[config.mk]
export PLATFORM = sky130hd
export DESIGN_NAME = tt_sel_ctrl
export DESIGN_NICKNAME = d
export VERILOG_FILES = /design/src/rtl/tt_sel_ctrl.sv
export SDC_FILE = /design/constraint.sdc
export NUM_CORES = 1
export LEC_CHECK = 0
export ABC_AREA = 1
export CAP_MARGIN = 20
export CORE_MARGIN = 10
export CORE_UTILIZATION = 30
export DETAILED_ROUTE_END_ITERATION = 12
export SYNTH_ARGS = -nofsm -noshare
export SYNTH_HDL_FRONTEND = slang
export SYNTH_SLANG_ARGS = --single-unit
[constraint.sdc]
create_clock -name clk -period 1.4 [get_ports clk]
set_input_delay 0.14 -clock clk [delete_from_list [all_inputs] [get_ports clk]]
set_output_delay 0.14 -clock clk [all_outputs]
set_load 0.01 [all_outputs]
[src/rtl/tt_sel_ctrl.sv]
// Single-clock project-select controller for the TinyTapeout mux: synchronises the control pins,
// steps the select counter on edges and holds the spine disabled for a settle window after each change.
module tt_sel_ctrl #(
    parameter int ADDR_W      = 10,
    parameter int N_PROJ      = 1024,
    parameter int WRAP        = 1,
    parameter int SYNC_STAGES = 2,
    parameter int SETTLE      = 4
) (
    input  logic              clk,
    input  logic              rst,
    input  logic              ctrl_sel_rst,
    input  logic              ctrl_sel_inc,
    input  logic              ctrl_ena,
    output logic [ADDR_W-1:0] sel,
    output logic              si_ena,
    output logic              proj_rst_n,
    output logic              busy
);

    localparam int SW = $clog2(SETTLE + 1);
    localparam logic [ADDR_W-1:0] MAX_SEL     = ADDR_W'(N_PROJ - 1);
    localparam logic [SW-1:0]     SETTLE_LAST = SW'(SETTLE - 1);

    typedef enum logic [1:0] {
        S_SETTLE,
        S_IDLE,
        S_RUN
    } state_t;

    state_t state, state_next;

    logic [SYNC_STAGES-1:0] rst_sync, inc_sync, ena_sync;
    logic                   inc_hist;
    logic                   sel_rst_s, inc_s, ena_s, inc_event;
    logic [SW-1:0]          settle_cnt, settle_next;
    logic [ADDR_W-1:0]      sel_next;
    logic                   sel_event;

    always_ff @(posedge clk) begin
        if (rst) begin
            rst_sync <= '0;
            inc_sync <= '0;
            ena_sync <= '0;
            inc_hist <= 1'b0;
        end else begin
            rst_sync <= {rst_sync[SYNC_STAGES-2:0], ctrl_sel_rst};
            inc_sync <= {inc_sync[SYNC_STAGES-2:0], ctrl_sel_inc};
            ena_sync <= {ena_sync[SYNC_STAGES-2:0], ctrl_ena};
            inc_hist <= inc_s;
        end
    end

    assign sel_rst_s = rst_sync[SYNC_STAGES-1];
    assign inc_s     = inc_sync[SYNC_STAGES-1];
    assign ena_s     = ena_sync[SYNC_STAGES-1];
    assign inc_event = inc_s & ~inc_hist;

    // A clear outranks an increment; a saturating top value swallows the increment without an event.
    always_comb begin
        sel_next  = sel;
        sel_event = 1'b0;
        if (sel_rst_s) begin
            sel_next  = '0;
            sel_event = 1'b1;
        end else if (inc_event) begin
            if (sel != MAX_SEL) begin
                sel_next  = sel + ADDR_W'(1);
                sel_event = 1'b1;
            end else if (WRAP != 0) begin
                sel_next  = '0;
                sel_event = 1'b1;
            end
        end
    end

    always_comb begin
        state_next  = state;
        settle_next = settle_cnt;
        case (state)
            S_SETTLE: begin
                if (sel_event) begin
                    settle_next = '0;
                end else if (settle_cnt == SETTLE_LAST) begin
                    settle_next = '0;
                    state_next  = ena_s ? S_RUN : S_IDLE;
                end else begin
                    settle_next = settle_cnt + SW'(1);
                end
            end
            S_IDLE: begin
                if (sel_event) begin
                    state_next  = S_SETTLE;
                    settle_next = '0;
                end else if (ena_s) begin
                    state_next = S_RUN;
                end
            end
            S_RUN: begin
                if (sel_event) begin
                    state_next  = S_SETTLE;
                    settle_next = '0;
                end else if (!ena_s) begin
                    state_next = S_IDLE;
                end
            end
            default: begin
                state_next  = S_SETTLE;
                settle_next = '0;
            end
        endcase
    end

    // Outputs are registered from the next state so they change on the same edge as the state.
    always_ff @(posedge clk) begin
        if (rst) begin
            state      <= S_SETTLE;
            settle_cnt <= '0;
            sel        <= '0;
            si_ena     <= 1'b0;
            proj_rst_n <= 1'b0;
            busy       <= 1'b1;
        end else begin
            state      <= state_next;
            settle_cnt <= settle_next;
            sel        <= sel_next;
            si_ena     <= (state_next == S_RUN);
            proj_rst_n <= (state_next != S_SETTLE);
            busy       <= (state_next == S_SETTLE);
        end
    end

endmodule
After elaboration in Yosys (flattened, before gate mapping). Index checks and enable logic that the tools add are counted.

Bits in registers: 25. Output and inout port bits: 13. Bits of input ports: 5. Logic and storage cells: 40.

Bitwise operators: 2. Add/subtract/negate cells: 2. Eq/ne operators: 6. Reductions and logical operators: 5. Mux-type cells: 15.

Operators by type and width (number): 2-bit two-way mux (7); 10-bit by 1-bit adder with 10-bit output, second input constant (1); 10-bit two-way mux (1); 10-bit != test, second input constant (1); 3-bit two-way mux (3); 2-bit one-hot mux with 3 select lines (1); 3-bit one-hot mux with 2 select lines (1); 2-bit == test, second input constant (2); 2-bit zero test (2); 2-bit OR reduction (2); 3-bit by 1-bit adder with 3-bit output, second input constant (1); 3-bit by 2-bit == test with 1-bit output, second input constant (1); 2-bit by 1-bit == test with 1-bit output, second input constant (1); 1-bit two-way mux (2); 2-bit by 1-bit != test with 1-bit output, second input constant (1); 2-bit nonzero test (1); 1-bit AND (1); 1-bit inverter (1).

Longest topological paths before layout. Gate-level depths: netlist of the first run.

Depth after elaboration: 7. Gate-level depth with buffers: 10. Gate-level depth less buffers: 10.

Least setup slack after synthesis of the first run. No wires, ideal clock.

Path type: register to register. From: register sel[0]. To: register sel[5]. Slack: 0.219 ns. Buffers on the path: 0. Arrival: 1.063 ns. Period minus slack after synthesis: 1.181 ns. Required time: 1.282 ns. Library setup time: 0.118 ns. Cell stages (with the launch flop): 7. Cell sequence: dfxtp_1 ha_1 inv_1 nor2_1 nand4_1 nand2_1 nor2_1.

Cells in the longest elaborated chain, start to end: 2. Elaborated cells on any way between the ends: 3. Those cells by class: 1 x add/sub; 1 x eq/ne; 1 x mux.

Ends and longest elaborated chain: start, declared (line 15) `output logic [ADDR_W-1:0] sel,`; start signal, assigned (line 126) `sel <= sel_next;`; 10-bit by 1-bit adder with 10-bit output or 10-bit != test (tied branches) (line 68, 67); 10-bit two-way mux * (line 67) `if (sel != MAX_SEL) begin`.

Every way passes the cells marked *; elsewhere a longest branch is shown, timed or not. A chain may end at the register's enable or synchronous reset.

Worst setup path after layout of the first run.
From: register sel[7]. To: output port sel[7].

No word-level cell between the ends.

==> results of run 1 <==
## worst paths after layout
| check | start | endpoint | slack (ps) | cells past startpoint |
|---|---|---|---|---|
| max | sel[7] | sel[7] | 50 | 1 |
| min reg2reg | rst_sync[0] | rst_sync[1] | 400 | 2 |
| max reg2reg | state[0] | proj_rst_n | 150 | 8 |
| min | ctrl_sel_inc | inc_sync[0] | 390 | 3 |
## per-stage QoR
step	power, mW	worst slack (ps)	hold slack (ps)	instance area (um2)	cells
after CTS	1.38	13.8	381	1500	234
after detailed placement	0.962	48.7	392	1450	230
final	1.36	54.7	390	1510	234
after global placement	0.960	62.8	390	1450	230
after global routing	1.44	3.57	404	1510	234
after floorplan	0.897	219	247	1200	163
## placed cells by master (no fill, tap or decap), drive strengths merged, types with 2 or more instances in the layout
master and instances:
clkbuf 4, nand4 3, a21oi 6, nand3 7
o21ai 7, nor3 3, ha 6, clkdlybuf4s50 15
nand2 39, buf 3, dfxtp 25, dlymetal6s2s 2
inv 31, nor2 29
## state kept, by name, indices dropped and copies added (netlist names)
| signal | flops |
|---|---|
| busy | 1 |
| ena_sync | 2 |
| inc_hist | 1 |
| inc_sync | 2 |
| proj_rst_n | 1 |
| rst_sync | 2 |
| sel | 10 |
| settle_cnt | 3 |
| si_ena | 1 |
| state | 2 |
## report_power, final
group          switching, mW  internal (mW)
clock                  0.211          0.203
sequential            0.0200          0.745
combinational          0.101         0.0811
total                  0.332           1.03
## cell families after synthesis
logic type | after synthesis | synth area share
flops | 25 | 0.417
xor+xnor | 2 | 0.0146
fa+ha+maj | 6 | 0.0625
buf+inv | 32 | 0.100
compound gates | 15 | 0.0698
simple gates | 83 | 0.336
## metal layers
| layer | track usage | part of all wire |
|---|---|---|
| met3 | 0.0332 | 0.064 |
| met1 | 0.0758 | 0.48 |
| met2 | 0.106 | 0.45 |
| met4 | 0.0138 | 0.0054 |
| met5 | 0 | 0 |
## timing repair
action | in CTS | in global routing
endpoints found under the setup margin | 2 | 12
endpoints found under the hold margin | 0 | 0
resized for setup | 2 | 6
## final cells by class
type | instances | area [um2]
clock buffers | 4 | 45.0
fillers | 389 | 2260
inverters | 31 | 116
multi-input cells | 106 | 586
flip-flops and latches | 25 | 504
well taps | 48 | 60.1
repair buffers | 20 | 198
==> flow_metrics.tcl, run 1 <==
set metrics [dict create \
    grt_pass1_wl_um 4000 \
    antenna_cells 0 \
    min_period_ps 1350 \
    antenna_found_initial 0 \
    synth_fp_nets 174 \
    fin_nets 198 \
    portBuffers 17 \
    tightest_slew_ps 315 \
    start_util 0.319 \
    dr.pass1.iters 4 \
    clk_path_buf_depth 2 \
    h-tree-depth 1 \
    pin_count 18 \
    cp-start-kind "register" \
    utilization 0.400 \
    timing.setup.tns_ps 0 \
    ys_types 24 \
    leakagePower_nw 0.684 \
    finClkSkew_ps 9.86 \
    syn_to_final_growth_pct 25.6 \
    synth_commonest_cells "nand2_1 (33), inv_1 (29), dfxtp_1 (25)" \
    gr-total-overflow 0 \
    ys.flop_type "dfxtp_1" \
    drc_errors 0 \
    end_kind "primary output" \
    ys_seq_area_frac 0.417 \
    path_max_fanout 3 \
    yosysTopAreaCell "dfxtp_1" \
    synth_top_cell_area_share 0.417 \
    slew_viol_final 0 \
    rsz0062_at_grt "no" \
    ant_nets 0 \
    hold_buffers 0 \
    synth_area_leaders "dfxtp_1 (42%), nand2_1 (10%), inv_1 (9.1%), nor2_1 (7.5%), ha_1 (6.3%)" \
    gp_congestion 0.788 \
    status "finished, final reports clean" \
    synth_seq_cells 25 \
    min_period_over_period 0.961 \
    cts-buffers-inserted 3 \
    die_w_um 83.3 \
    cp_top_family "buffers and inverters" \
    crit_chain "clkdlybuf4s50_1" \
    worst-setup-path-type "reg2out" \
    wl_um 2230 \
    drt_first_iter_violations 45 \
    cts_setup_buffers 0 \
    hpwlAfterDp_um 1760 \
    syn_inst 163 \
    async_flop_share 0 \
    slew_headroom 0.789 \
    yosys_warnings 0 \
    die_h_um 83.3 \
    cts_sinks 25 \
    clkSlewWorstSetupHoldPaths_ps 90 \
    finalHoldViolations 0 \
    slowest_stage "clkdlybuf4s50_1" \
    synth.avg_cell_area_um2 7.37 \
    synth_edf_count 0 \
    fp.coreArea_um2 3770 \
    viasPerCell 4.20 \
    rows 22 \
    wl_per_cell_um 9.51 \
    fmax_mhz 743 \
    dieArea_um2 6930 \
    syn-cell-area_um2 1200 \
    vias 982 \
    hold_class "in2reg" \
    cts_root_buf "clkbuf_8" \
    cap_violations 0 \
    cts_tree "built" \
    yosysMostFrequentCell "nand2_1" \
    worstPathRequired_ps 1260 \
    drive_above_1_share 0.145 \
    max_stage_delay_ps 560 \
    ir_worst_vdd_mv 0.449 \
    grtUsageTotal 0.0658 \
    clk_latency_ps 270 \
    arrival_ps 1210 \
    grt_max_degree 14 \
    powerDensity_nw_per_um2 901 \
    setup_viol 0 \
    critPathBufInv 1 \
    grt_pass1_vias 934 \
]
(Power assumes the default switching activity.)
==> run 2: changes to the inputs <==
SKIP_CTS_REPAIR_TIMING = 1   (was not set)
==> results of run 2 <==
No change in the layout: final DEF, timing and power equal those of run 1.
